[src/rtl/sram_arb_pkg.sv]
// Shared constants and types for the frame-buffer port arbiter.
// The tag travels with each command so read data can be steered back to its requester.
package sram_arb_pkg;

    localparam logic [1:0] CLI_DISP = 2'd0;
    localparam logic [1:0] CLI_GAME = 2'd1;
    localparam logic [1:0] CLI_LOAD = 2'd2;

    localparam int BURST_W = 4;

    typedef struct packed {
        logic       is_read;
        logic [1:0] idx;
    } tag_t;

    localparam tag_t TAG_NONE = '{is_read: 1'b0, idx: 2'd0};

endpackage

[src/rtl/sram_arb_rr2.sv]
// Two-way round-robin picker for the game-logic and image-loader clients.
// The pointer favours whichever client was not picked last.
module sram_arb_rr2 (
    input  logic       clk,
    input  logic       reset_n,
    input  logic       req1,
    input  logic       req2,
    input  logic       advance,
    output logic [1:0] pick
);

    logic favour2;

    always_comb begin
        pick = 2'b00;
        if (req1 && (!req2 || !favour2))
            pick = 2'b01;
        else if (req2)
            pick = 2'b10;
    end

    always_ff @(posedge clk or negedge reset_n) begin
        if (!reset_n)
            favour2 <= 1'b0;
        else if (advance && (pick != 2'b00))
            favour2 <= pick[0];
    end

endmodule

[src/rtl/sram_arbiter.sv]
// Arbitrates one block-RAM port between display scan-out (priority, burst-limited)
// and two round-robin clients; registers the command and returns reads 2 cycles later.
module sram_arbiter
    import sram_arb_pkg::*;
#(
    parameter int DATA_WIDTH     = 8,
    parameter int ADDR_WIDTH     = 16,
    parameter int DISP_MAX_BURST = 4
) (
    input  logic                  clk,
    input  logic                  reset_n,
    input  logic [2:0]            req,
    input  logic [2:0]            we,
    input  logic [ADDR_WIDTH-1:0] addr0,
    input  logic [ADDR_WIDTH-1:0] addr1,
    input  logic [ADDR_WIDTH-1:0] addr2,
    input  logic [DATA_WIDTH-1:0] wdata0,
    input  logic [DATA_WIDTH-1:0] wdata1,
    input  logic [DATA_WIDTH-1:0] wdata2,
    output logic [2:0]            gnt,
    output logic [2:0]            rvalid,
    output logic [DATA_WIDTH-1:0] rdata,
    output logic                  sram_en,
    output logic                  sram_we,
    output logic [ADDR_WIDTH-1:0] sram_addr,
    output logic [DATA_WIDTH-1:0] sram_wdata,
    input  logic [DATA_WIDTH-1:0] sram_rdata
);

    localparam logic [BURST_W-1:0] MAX_BURST = BURST_W'(DISP_MAX_BURST);

    logic [BURST_W-1:0]    burst_cnt;
    logic [1:0]            rr_pick;
    logic                  others_req;
    logic                  disp_win;
    logic                  accept;
    logic [1:0]            sel;
    logic                  sel_we;
    logic [ADDR_WIDTH-1:0] sel_addr;
    logic [DATA_WIDTH-1:0] sel_wdata;
    tag_t                  tag_d1;
    tag_t                  tag_d2;

    // Handshake: a client holds req[k] (and its we/addr/wdata) until it sees gnt[k];
    // the command is taken on the rising edge where req[k] & gnt[k], and req may drop after that.
    assign others_req = req[CLI_GAME] | req[CLI_LOAD];
    assign disp_win   = req[CLI_DISP] && ((burst_cnt < MAX_BURST) || !others_req);

    sram_arb_rr2 u_rr (
        .clk     (clk),
        .reset_n (reset_n),
        .req1    (req[CLI_GAME]),
        .req2    (req[CLI_LOAD]),
        .advance (!disp_win),
        .pick    (rr_pick)
    );

    assign gnt    = disp_win ? 3'b001 : {rr_pick, 1'b0};
    assign accept = |(req & gnt);

    always_comb begin
        sel = CLI_LOAD;
        if (gnt[CLI_DISP])
            sel = CLI_DISP;
        else if (gnt[CLI_GAME])
            sel = CLI_GAME;
        case (sel)
            CLI_DISP: begin sel_we = we[0]; sel_addr = addr0; sel_wdata = wdata0; end
            CLI_GAME: begin sel_we = we[1]; sel_addr = addr1; sel_wdata = wdata1; end
            default:  begin sel_we = we[2]; sel_addr = addr2; sel_wdata = wdata2; end
        endcase
    end

    // Counter only measures display grants that delay a waiting round-robin client.
    always_ff @(posedge clk or negedge reset_n) begin
        if (!reset_n)
            burst_cnt <= '0;
        else if (!others_req || gnt[CLI_GAME] || gnt[CLI_LOAD])
            burst_cnt <= '0;
        else if (gnt[CLI_DISP])
            burst_cnt <= burst_cnt + BURST_W'(1);
    end

    always_ff @(posedge clk or negedge reset_n) begin
        if (!reset_n) begin
            sram_en    <= 1'b0;
            sram_we    <= 1'b0;
            sram_addr  <= '0;
            sram_wdata <= '0;
            tag_d1     <= TAG_NONE;
            tag_d2     <= TAG_NONE;
        end else begin
            sram_en <= accept;
            sram_we <= accept && sel_we;
            if (accept) begin
                sram_addr  <= sel_addr;
                sram_wdata <= sel_wdata;
            end
            tag_d1 <= '{is_read: accept && !sel_we, idx: sel};
            tag_d2 <= tag_d1;
        end
    end

    always_comb begin
        rvalid = 3'b000;
        if (tag_d2.is_read)
            rvalid[tag_d2.idx] = 1'b1;
    end

    assign rdata = sram_rdata;

endmodule

[config.mk]
export PLATFORM = sky130hd
export DESIGN_NAME = sram_arbiter
export DESIGN_NICKNAME = d
export VERILOG_FILES = /design/src/rtl/sram_arb_pkg.sv /design/src/rtl/sram_arb_rr2.sv /design/src/rtl/sram_arbiter.sv
export SDC_FILE = /design/constraint.sdc
export NUM_CORES = 1
export LEC_CHECK = 0
export BUFFER_PORTS_ARGS = -buffer_cell sky130_fd_sc_hd__buf_2
export CORE_UTILIZATION = 40
export CTS_BUF_LIST = sky130_fd_sc_hd__clkbuf_4
export DETAILED_ROUTE_END_ITERATION = 8
export PLACE_DENSITY = 0.82
export SETUP_SLACK_MARGIN = 0.15
export SYNTH_ARGS = -nofsm -noshare
export SYNTH_HDL_FRONTEND = slang
export SYNTH_SLANG_ARGS = --single-unit
[constraint.sdc]
create_clock -name clk -period 3 [get_ports clk]
set_clock_uncertainty 0.2 [all_clocks]
set_input_delay 0.3 -clock clk [delete_from_list [all_inputs] [get_ports clk]]
set_output_delay 0.3 -clock clk [all_outputs]
set_load 0.02 [all_outputs]
==> summary.txt <==
Global route
  – Vias in the first global route: 1989
  – All-layer global routing usage: 0.208
  – Overflow after GRT: 0
  – First-pass GRT wire length: a little under 9000 um
  – Initial antenna violation count: 0
  – Largest net degree at the start of global routing: 38

Floorplan
  – Die span in x: approximately 76 um
  – IO Pins: roughly 130
  – Die area: around 5700 sq um
  – Die Ht: approximately 76 um
  – Initial Util: 0.418
  – Row cnt: 26
  – Core area: 5170 sq um

Worst setup path
  – Crit path capture type: output pin
  – Setup crit start kind: flop
  – Crit-path max FO: 25
  – Worst endpoint data arrival time: about 2 ns
  – CP required: 2.50 ns
  – RR Startpoint: burst_cnt[2]$_DFFE_PN0P_
  – Path type of the worst setup path: flop to output pin
  – CP startpoint: burst_cnt[2]$_DFFE_PN0P_

CTS
  – Clock Latency Late Sink: 0.34 ns
  – Clock Sink Count: 37
  – CTS buffer count: 5
  – Worst-path clk slew: roughly 0.11 ns
  – H-tree depth: 2
  – Post-CTS Setup Bufs: 0
  – Clock Tree Root: clkbuf_4
  – CTS tree: yes
  – Clk buf depth: 2

Synth
  – Most frequent cell after synthesis: dfrtp_1
  – Post-synth top area cell: dfrtp_1
  – Compound-Gate Fraction of Synth Area: 0.222
  – Synthesized-area fraction occupied by adder cells: 0.00578
  – Commonest cells in the synthesized netlist: dfrtp_1 (37), a221oi_1 (22), nor2_1 (20), nor3_1 (20), a211oi_1 (18)
  – Synth top area share: 0.428
  – Post-synth EDFFs: 0
  – Synth Register Bits: 37
  – Synth warn: 0
  – Xor-xnor portion of the synthesized cell area: 0
  – Share of flip-flops with an asynchronous set or reset: 1.00
  – Synth Area in Simple Gates: 0.224
  – Main combinational cell family by area after synthesis: simple AND/OR/NAND/NOR gates
  – Mux cell area share after synthesis: 0.00462
  – Syn Std Cell Area: between 2000 and 2500 sq um
  – Cells after Synth: 222
  – Yosys cell types: 37
  – Sequential fraction of the synthesis area: 0.428
  – Synthesized Nets: ~310
  – Synth area leaders: dfrtp_1 (43%), a221oi_1 (8.9%), nor4b_1 (6.9%)
  – Synth Area per Inst: a little under 10 sq um
  – Ys flop type: dfrtp_1

Detailed routing
  – Final ANT Viol Nets: 0
  – DR iter-0 viols: roughly 100
  – Initial DRT Pass Iterations: 4
  – Via-to-Cell Ratio: 5.60
  – Via count: roughly 2200
  – Residual DRC: 0
  – Wire length per cell: around 15 um
  – Total Wirelength: ~5900 um

Finish
  – Post-layout util: 0.536
  – Antenna diodes: 0
  – # fillers: 496
  – Reg area: roughly 900 sq um
  – Proportion of layout cells with a drive suffix above 1: 0.408
  – Nets: between 400 and 500
  – Multi-input gate area: ~1000 sq um
  – Area Growth Syn to Fin: 28.2%

Timing
  – Fin crit period: about 2.4 ns
  – Max Slew Vio Count: 0
  – Tcrit/Tclk final: 0.815
  – Final Hold Fails: 0
  – Final Setup Violations: 0
  – Unrepaired setup endpoints after global routing: false
  – Worst-Margin Slew: about 0.95 ns
  – Sum Neg Setup Slack: 0 ns
  – Relative slew slack: 0.364
  – Fmax: a little over 400 MHz

Status
  – Status: completed

Power
  – PD cells: 435 nW/um^2
  – Sw Ratio: 0.333
  – Comb power frac: 0.302
  – Net switching power: about 400 uW
  – Share of power burned in registers: 0.481
  – Clock share of power: 0.217
  – Int Power: roughly 800 uW
  – Max VDD drop: ~0.00022 V
  – Leak: 1.28 nW

Hold path
  – Hold crit path type: primary input to flop
  – Min-delay src: req[2]

Place
  – Placer congestion estimate: between 0.7 and 0.8
  – I/O Buffers: between 100 and 150
  – Hpwl dp: between 3000 and 4000 um

Flow run
  – MaxCap Viol Count: 0
[worst max-delay path, cell delays in order (launching register included)]
cell     delay [ns]
dfrtp_1        0.41
o21ai_0        0.20
a21oi_4        0.62
and2_1         0.22
buf_2          0.16
[registers in the layout, indices dropped and copies added (netlist names)]
register	cells
sram_addr	16
u_rr.favour2	1
tag_d1	3
tag_d2	3
sram_wdata	8
sram_en	1
sram_we	1
burst_cnt	4
[layout by cell type (no fill, tap or decap)]
cell type,instances
nor3b_2,1
o21ai_0,1
buf_2,111
and2_1,1
a21bo_2,1
and3_1,2
nor4_1,5
nor2b_1,6
dfrtp_1,37
nor3b_1,1
nor4_2,1
a21oi_4,1
o22ai_1,2
or2_2,1
a21oi_1,1
nor2_1,20
mux2i_1,1
a22oi_1,1
buf_4,4
dlygate4sd3_1,8
a21boi_0,1
clkbuf_4,6
a221oi_2,1
a221oi_1,22
o31ai_1,1
or3b_1,1
nor4b_1,17
a211oi_1,18
a31o_2,1
nor3_1,20
a221o_1,6
clkinv_2,2
conb_1,1
o2bb2ai_1,1
ha_1,1
nand2_1,2
and3b_1,2
inv_1,10
[kinds of logic after synthesis]
| group | after synthesis |
|---|---|
| flip-flops | 37 |
| AO/OA/AOI/OAI | 58 |
| buffers and inverters | 44 |
| multiplexers | 1 |
| AND/OR/NAND/NOR | 80 |
| adder cells (fa/ha/maj) | 1 |
| other | 1 |
[cell type report]
cell class	instances	share of cell area
multi-input combinational	141	0.361
sequential	37	0.334
timing repair buffer	123	0.240
tap	70	0.0316
clock buffer	6	0.0162
inverter	10	0.0135
clock inverter	2	0.00361
[worst paths after layout]
| kind | end | cells after the start | slack (ns) |
|---|---|---|---|
| worst max-delay path | gnt[2] | 4 | 0.55 |
| worst min-delay path | sram_en$_DFF_PN0_ | 3 | 0.02 |
| worst max register to register | sram_addr[3]$_DFFE_PN0P_ | 3 | 0.94 |
| worst min register to register | tag_d2[0]$_DFF_PN0_ | 0 | 0.16 |
| max in group asynchronous | sram_addr[6]$_DFFE_PN0P_ | 2 | 1.71 |
| min in group asynchronous | sram_wdata[4]$_DFFE_PN0P_ | 2 | 0.38 |
[per-stage QoR]
step | instances | area [sq um] | power, mW | worst slack [ns] | hold WS, ns
after CTS | 389 | 2770 | 1.22 | 0.263 | 0.00180
after global routing | 389 | 2770 | 1.28 | 0.395 | 0.00994
after floorplan | 222 | 2160 | 0.827 | 1.19 | -0.196
after global placement | 373 | 2630 | 0.940 | 0.583 | 0.133
final | 389 | 2770 | 1.21 | 0.554 | 0.0236
after detailed placement | 373 | 2630 | 0.947 | 0.568 | 0.137
[power groups by stage]
stage          logic, mW  clock network, mW  registers, mW
3_3_place_gp       0.351                  0          0.589
2_1_floorplan      0.183                  0          0.644
5_1_grt            0.402              0.290          0.589
4_1_cts            0.366              0.274          0.581
6_report           0.364              0.262          0.581
3_5_place_dp       0.357                  0          0.590
[per-layer routing]
metal,wire length (um),GRT usage,share of wire
met2,2900,0.372,0.50
met3,321,0.0450,0.055
met5,0,0,0
met1,2550,0.245,0.44
met4,76,0.0741,0.013
[repair_timing]
item / in CTS / in global routing
endpoints found under the hold margin: 44 / 0
resized for setup: 0 / 1
endpoints found under the setup margin: 0 / 1
hold buffers: 8 / 0
(Power assumes the default switching activity.)
